===== config.mk =====
export PLATFORM = sky130hd
export DESIGN_NAME = egress_frame_reader
export DESIGN_NICKNAME = d
export VERILOG_FILES = /design/src/rtl/egress_frame_reader.sv
export SDC_FILE = /design/constraint.sdc
export NUM_CORES = 1
export LEC_CHECK = 0
export ABC_AREA = 1
export BUFFER_PORTS_ARGS = -buffer_cell sky130_fd_sc_hd__buf_2
export CAP_MARGIN = 20
export CELL_PAD_IN_SITES_DETAIL_PLACEMENT = 0
export CELL_PAD_IN_SITES_GLOBAL_PLACEMENT = 2
export CORE_ASPECT_RATIO = 1.75
export CORE_MARGIN = 4
export CORE_UTILIZATION = 24
export CTS_BUF_LIST = sky130_fd_sc_hd__clkbuf_16
export DETAILED_ROUTE_END_ITERATION = 7
export GPL_TIMING_DRIVEN = 0
export HOLD_SLACK_MARGIN = 0.05
export PLACE_DENSITY_LB_ADDON = 0.15
export SLEW_MARGIN = 20
export SYNTH_ARGS = -nofsm -noshare
export SYNTH_HDL_FRONTEND = slang
export SYNTH_SLANG_ARGS = --single-unit

===== constraint.sdc =====
create_clock -name clk -period 1.84 [get_ports clk]
set_clock_uncertainty 0.15 [all_clocks]
set_input_delay 0.368 -clock clk [delete_from_list [all_inputs] [get_ports clk]]
set_output_delay 0.368 -clock clk [all_outputs]
set_load 0.01 [all_outputs]

===== src/rtl/egress_frame_reader.sv =====
// Drains descriptor-tagged frames from the FWFT packet buffer onto an AXI-stream egress port, discarding dropped frames.
// Optional EGRESS_STATS_EN adds saturating transmitted/dropped frame counters.
module egress_frame_reader #(
  parameter int DATA_W = 8,
  parameter int DEST_W = 2,
  parameter int CNT_W  = 16
) (
  input  logic              clk,
  input  logic              reset,
  input  logic              desc_valid,
  input  logic              desc_drop,
  input  logic [DEST_W-1:0] desc_dest,
  output logic              desc_ready,
  input  logic              buf_empty,
  input  logic [DATA_W-1:0] buf_rdata,
  input  logic              buf_rlast,
  output logic              buf_ren,
  output logic              egress_tvalid,
  output logic [DATA_W-1:0] egress_tdata,
  output logic              egress_tlast,
  output logic [DEST_W-1:0] egress_tdest,
  input  logic              egress_tready,
  output logic              busy
`ifdef EGRESS_STATS_EN
  ,
  output logic [CNT_W-1:0]  tx_frame_count,
  output logic [CNT_W-1:0]  drop_frame_count
`endif
);

  typedef enum logic [1:0] {IDLE, FWD, DISCARD} state_t;
  typedef logic [CNT_W-1:0] cnt_t;

  state_t            state, state_nxt;
  logic [DEST_W-1:0] dest_q;
  logic              pop_fwd;
  logic              pop_disc;

  always_comb begin
    state_nxt  = state;
    desc_ready = 1'b0;
    buf_ren    = 1'b0;
    pop_fwd    = 1'b0;
    pop_disc   = 1'b0;
    if (!reset) begin
      unique case (state)
        IDLE: begin
          if (desc_valid) begin
            desc_ready = 1'b1;
            state_nxt  = desc_drop ? DISCARD : FWD;
          end
        end
        FWD: begin
          // Refill the output register only when it is empty or draining this cycle.
          if (!buf_empty && (!egress_tvalid || egress_tready)) begin
            buf_ren = 1'b1;
            pop_fwd = 1'b1;
            if (buf_rlast) state_nxt = IDLE;
          end
        end
        DISCARD: begin
          if (!buf_empty) begin
            buf_ren  = 1'b1;
            pop_disc = 1'b1;
            if (buf_rlast) state_nxt = IDLE;
          end
        end
        default: state_nxt = IDLE;
      endcase
    end
  end

  always_ff @(posedge clk) begin
    if (reset) begin
      state         <= IDLE;
      dest_q        <= '0;
      egress_tvalid <= 1'b0;
      egress_tdata  <= '0;
      egress_tlast  <= 1'b0;
      egress_tdest  <= '0;
    end else begin
      state <= state_nxt;
      if (desc_ready) dest_q <= desc_dest;
      if (pop_fwd) begin
        egress_tvalid <= 1'b1;
        egress_tdata  <= buf_rdata;
        egress_tlast  <= buf_rlast;
        egress_tdest  <= dest_q;
      end else if (egress_tvalid && egress_tready) begin
        egress_tvalid <= 1'b0;
        egress_tdata  <= '0;
        egress_tlast  <= 1'b0;
        egress_tdest  <= '0;
      end
    end
  end

  assign busy = (state != IDLE) || egress_tvalid;

`ifdef EGRESS_STATS_EN
  localparam cnt_t CNT_MAX = '1;

  always_ff @(posedge clk) begin
    if (reset) begin
      tx_frame_count   <= '0;
      drop_frame_count <= '0;
    end else begin
      if (egress_tvalid && egress_tready && egress_tlast && (tx_frame_count != CNT_MAX))
        tx_frame_count <= tx_frame_count + 1'b1;
      if (pop_disc && buf_rlast && (drop_frame_count != CNT_MAX))
        drop_frame_count <= drop_frame_count + 1'b1;
    end
  end
`endif

endmodule


==> impl_results.md, run 1 <==
* Yosys warns at 0
* Syn_area_per_cell at 7.83 µm²
* CP startpoint: state[0]
* Nets@finish at 154
* Critical path startpoint category: flop
* Crit-path cells: buf_6 > ha_4 > nand3_2 > a211oi_2 > buf_2
* Max transition margin at 82.5%
* Crit-path leading delay family: flip-flops
* CP bufs+invs at 2
* Layout cells sized above 1 at 46.6%
* WP data required at 1.32 ns
* Syn nets at 116
* Vias in the first global route at 686
* Congestion Overflow GR at 0
* WP depth at 5
* Post-DP Area at 960 µm²
* Ant. Diodes at 0
* Final period util at 96.0%
* CP max-delay cell: dfxtp_2
* Worst Tran Pin Value at 0.262 ns
* Crit path max fanout at 3
* HPWL Detailed at 1.49 mm
* Number of I/O pins at 32
* Min-Delay Startpoint: buf_rdata[7]
* Synth-to-layout area growth at 47.6%
* Critical path data arrival time at 1.25 ns
* Final setup viols at 0
* CTS Sinks at 16
* Initial DRT Pass Iterations at 4
* 1st-iter DRT viols at 7
* Post-synthesis cell count at 96
* First-pass GRT wire length at 3.02 mm
* Fin crit period at 1.77 ns
* Routed WL at 1.95 mm
* PwrDens at 840 nW/µm²
* Num CTS Buffers at 3
* Max-slew violations at 0
* CTS Hold Buffers Added at 0
* Crit path largest cell delay at 0.35 ns
* Die height at 82.1 µm
* Die X at 50.3 µm
* Grt peak-use layer: met2
* Max VDD drop at 0.415 mV
* H-tree Lvls at 1
* Die Area at 4130 µm²
* Placed insts at 169
* Synthesized cell area at 752 µm²
* CTS tree: yes
* Vias at 728
* WL per Instance at 11.1 µm
* Remaining antenna violation count after routing at 0
* Status: finished, final reports clean
* Setup TNS at 0 ns
* Maxcap violations at 0
* Site Rows at 26
* Worst R2R Path Depth at 8
* Kind of critical path: flop to primary output
* Reg2reg start: state[0]
* CORE AREA at 2960 µm²
* Worst min path class: primary input to flop
* Met3 Use GR at 1.63%
* Reg clk slew, reported paths at 0.05 ns
* Total Routing Usage GR at 9.65%
* Remaining DRCs at 0
* Most common cell after layout, fill and taps aside: nand2_1
* Synth unique cells at 16
* Global-route met2 utilization at 17.1%
* Bufs on Longest Clock Path at 2
* Worst skew pair latency at 0.24 ns
* Initial antenna violation count at 0
* Crit. End Element: primary output
* Final standard cell area without fillers at 1110 µm²
* Seq/Total Area, Yosys at 42.6%
* Post-Layout Cell Count at 175
* Port bufs at 31
* Most frequent cells in the layout: 34 x nand2_1, 32 x buf_2, 14 x dfxtp_1
* Largest net degree at the start of global routing at 11
* Leakage at 0.534 nW
* Final Wtd Congestion at 0.664
* Hold violation count in the final report at 0
* Achievable Freq at 0.566 GHz
* RSZ-0062 raised after global routing: no
* Worst hold path stage count at 3
* Met1 Usage GRT at 10.6%
* Initial core utilization at 25.4%
* Root Buffer Master: clkbuf_16
* Vias/cell at 4.16
* #FFs+latches synth at 16
worst min-delay path, stage by stage:
cell and delay, ns:
buf_2 0.08, nand2_1 0.05, o21ai_2 0.04
registers in the layout (all words and copies together), names as in the netlist:
register,cells
egress_tdata,8
state,2
dest_q,2
egress_tvalid,1
egress_tdest,2
egress_tlast,1
path summary, 6_finish.rpt:
check / to / slack, ns
setup / recovery: buf_ren / 0.07
hold / removal: egress_tdata[7] / 0.17
setup reg to reg: state[1] / 0.32
hold reg to reg: egress_tdest[1] / 0.31
cell families (layout without fill, tap and decap cells):
family / after synthesis / in the layout / share of synthesized area [%]
AO/OA/AOI/OAI: 17 / 17 / 18.0
adder cells (fa/ha/maj): 3 / 3 / 4.99
buffers and inverters: 16 / 53 / 9.15
flip-flops: 16 / 16 / 42.6
AND/OR/NAND/NOR: 44 / 44 / 25.3
routing by layer:
metal  routed length [µm]  share of wire (%)
met2                 1060                 55
met5                    0                  0
met3                  110                5.6
met1                  755                 39
met4                   19               0.97
report_power, final:
group          leakage (nW)  internal (mW)  total [mW]  switching [mW]
logic                 0.365         0.0620       0.144          0.0820
registers             0.131          0.363       0.371         0.00812
clock network        0.0385          0.288       0.417           0.129
cells in the mapped netlist, drive strengths merged:
master / count / area share, %
nor2: 4 / 2.0
nand3: 2 / 1.3
dfxtp: 16 / 43
inv: 14 / 7.0
nand2: 35 / 17
a211oi: 2 / 2.0
a21oi: 3 / 2.0
buf: 2 / 2.2
nand4: 3 / 4.5
o22ai: 1 / 1.7
ha: 3 / 5.0
o21ai: 11 / 12
timing repair:
item / CTS / global route
resized for setup: 5 / 8
hold endpoints to repair: 0 / 0
setup endpoints to repair: 1 / 2
pin swaps: 0 / 2
setup buffers: 2 / 0
metrics by stage:
| step | util [%] | hold WS [ns] | setup slack [ns] | power (mW) |
|---|---|---|---|---|
| after floorplan | - | 0.283 | 0.286 | 0.450 |
| after global placement | 32.4 | 0.303 | 0.172 | 0.500 |
| after detailed placement | 32.4 | 0.306 | 0.190 | 0.501 |
| after CTS | 36.3 | 0.173 | 0.00904 | 0.936 |
| after global routing | 37.5 | 0.179 | 0.00121 | 0.979 |
| final | 37.5 | 0.175 | 0.0732 | 0.932 |
area by class of cell:
| class | instances | area [µm²] |
|---|---|---|
| inverter | 14 | 52.6 |
| multi-input combinational | 64 | 413 |
| fill | 322 | 1850 |
| buffer | 2 | 16.3 |
| tap | 42 | 52.6 |
| sequential | 16 | 323 |
| clock buffer | 3 | 75.1 |
| timing repair buffer | 33 | 174 |
| clock inverter | 1 | 3.75 |
Note: power is estimated with default switching activity, not from simulation.
==> run 2: changes to the inputs <==
--- a/config.mk
+++ b/config.mk
@@ -18,6 +18,7 @@
 export GPL_TIMING_DRIVEN = 0
 export HOLD_SLACK_MARGIN = 0.05
 export PLACE_DENSITY_LB_ADDON = 0.15
+export RECOVER_POWER = 50
 export SLEW_MARGIN = 20
 export SYNTH_ARGS = -nofsm -noshare
 export SYNTH_HDL_FRONTEND = slang
==> impl_results.md, run 2 (synthesis gave the netlist of run 1 again) <==
* Most frequent cells in the layout: 35 x nand2_1, 21 x buf_2, 14 x dfxtp_1
* Max-slew violations at 0 (unchanged)
* Achievable Freq at 0.566 GHz (about the same)
* Most common cell after layout, fill and taps aside: nand2_1
* Remaining DRCs at 0 (unchanged)
* Die height at 82.1 µm (unchanged)
* Grt peak-use layer: met2
* Switching share of power at 23.5% (-0.027 points)
* RSZ-0062 raised after global routing: no
* Die X at 50.3 µm (unchanged)
* Clock network power share at 44.8% (about the same)
* Min-Delay Startpoint: buf_rdata[7]
* Max VDD drop at 0.418 mV (+0.59%)
* Met3 Use GR at 1.63% (unchanged)
* Worst Hold End: egress_tdata[7]
* Met1 Usage GRT at 10.6% (unchanged)
* Final Wtd Congestion at 0.664 (unchanged)
* Global-route met2 utilization at 17.1% (unchanged)
* Vias at 733 (+0.69%)
* Nets@finish at 154 (unchanged)
* Site Rows at 26 (unchanged)
* Ant. Diodes at 0 (unchanged)
* Num CTS Buffers at 3 (unchanged)
* PnR worst setup slack at 0.0720 ns (-0.00120 ns)
* Power Total at 928 µW (-0.43%)
* Initial antenna violation count at 0 (unchanged)
* Bufs on Longest Clock Path at 2 (unchanged)
* Largest Register: egress_tdata
* Crit. End Element: primary output
* Leakage at 0.489 nW (-8.5%)
* Reg2reg start: state[0]
* RR Endpoint: state[1]
* Register-to-register path setup slack at 0.33 ns (about the same)
* Remaining antenna violation count after routing at 0 (unchanged)
* WL per Instance at 11.2 µm (+0.92%)
* Congestion Overflow GR at 0 (unchanged)
* Worst Tran Pin Value at 0.336 ns (+0.0745 ns)
* Cell Int Power at 710 µW (-0.39%)
* Routed WL at 1.97 mm (+0.92%)
* CTS Sinks at 16 (unchanged)
* Port bufs at 31 (unchanged)
* Worst R2R Path Depth at 8 (unchanged)
* Max transition margin at 77.6% (-4.9 points)
* Maxcap violations at 0 (unchanged)
* Largest net degree at the start of global routing at 11 (unchanged)
* Vias/cell at 4.19 (+0.69%)
* Worst skew pair latency at 0.24 ns (about the same)
* PwrDens at 849 nW/µm² (+1.1%)
* Number of flip-flops in the largest register at 8 (unchanged)
* Worst min path class: primary input to flop
* WP data required at 1.32 ns (about the same)
* Synth-to-layout area growth at 45.4%
* Layout cells sized above 1 at 36.8% (-9.8 points)
* Root Buffer Master: clkbuf_16
* Crit path max fanout at 3 (unchanged)
* CTS tree: yes
* Hold violation count in the final report at 0 (unchanged)
* Status: finished, final reports clean
* Fin crit period at 1.77 ns (+0.00120 ns)
* Final setup viols at 0 (unchanged)
* 1st-iter DRT viols at 10 (+3)
* Critical path data arrival time at 1.25 ns (about the same)
* H-tree Lvls at 1 (unchanged)
* CTS Hold Buffers Added at 0 (unchanged)
* Initial core utilization at 25.4% (unchanged)
* Combinational share of power at 15.1% (-0.3 points)
* CORE AREA at 2960 µm² (unchanged)
* Reg clk slew, reported paths at 0.05 ns (about the same)
* Kind of critical path: flop to primary output
* Die Area at 4130 µm² (unchanged)
* Final period util at 96.1% (about the same)
* Psw at 218 µW (-0.54%)
* Initial DRT Pass Iterations at 4 (unchanged)
* Total Routing Usage GR at 9.65% (unchanged)
* Dpl ws at 0.190 ns (unchanged)
* Number of I/O pins at 32 (unchanged)
* Setup TNS at 0 ns (unchanged)
* First-pass GRT wire length at 3.02 mm (unchanged)
* Reg power frac at 40.0% (+0.2 points)
* HPWL Detailed at 1.49 mm (unchanged)
* Vias in the first global route at 686 (unchanged)
* Critical path startpoint category: flop
* Worst hold path stage count at 3 (unchanged)
run 2: cell types whose count changed in the layout (fill, tap and decap cells not counted), sizes merged:
cell	before	now
buf	35	24
clkbuf	3	14
run 2: layout make-up:
| cell class | instances | area (µm²) |
|---|---|---|
| Fill cell | 329 | 1870 |
| Multi-Input combinational cell | 64 | 410 |
| Sequential cell | 16 | 323 |
| Timing Repair Buffer | 33 | 160 |
| Clock buffer | 3 | 75.1 |
| Inverter | 14 | 52.6 |
| Tap cell | 42 | 52.6 |
| Buffer | 2 | 16.3 |
| Clock inverter | 1 | 3.75 |
run 2: stage by stage:
step           utilization [%]  instances  instance area [µm²]  hold slack [ns]
5_1_grt                   36.9        175                 1090            0.179
4_1_cts                   36.3        175                 1070            0.173
3_3_place_gp              32.4        169                  960            0.303
3_5_place_dp              32.4        169                  960            0.306
6_report                  36.9        175                 1090            0.176
2_1_floorplan                -         96                  752            0.283
run 2: metal layers:
metal | up-vias | share of wire (%)
met4 | 0 | 0.97
met2 | 22 | 54
met5 | - | 0
li1 | 379 | -
met3 | 2 | 6.3
met1 | 330 | 39
run 2: worst max-delay path, stage by stage (launching register included):
cell	delay, ns
dfxtp_2	0.35
buf_6	0.10
ha_4	0.14
nand3_2	0.09
a211oi_2	0.17
buf_2	0.15
run 2: worst max-delay path by stage:
| stage | startpoint | end | slack (ns) | cells after the start |
|---|---|---|---|---|
| final | state[0] | buf_ren | 0.07 | 5 |
| after CTS | state[1] | buf_ren | 0.009 | 5 |
| after floorplan | state[1] | buf_ren | 0.29 | 4 |
| after detailed placement | egress_tready | buf_ren | 0.19 | 6 |
| after global routing | state[0] | buf_ren | 0.001 | 5 |
| after global placement | egress_tready | buf_ren | 0.17 | 6 |
run 2: power groups by stage:
stage               clock network (mW)  logic (mW)  registers, mW
finish                           0.416       0.140          0.372
global route                     0.445       0.158          0.373
CTS                              0.430       0.135          0.370
detailed placement                   0       0.123          0.377
global placement                     0       0.123          0.377
floorplan                            0      0.0705          0.379
run 2: timing repair:
item	4_1_cts	5_1_grt
setup endpoints to repair	1	2
buffers inserted	2	0
resized for setup	5	8
endpoints found under the hold margin	0	0
cloned	0	0
pin swaps	0	2
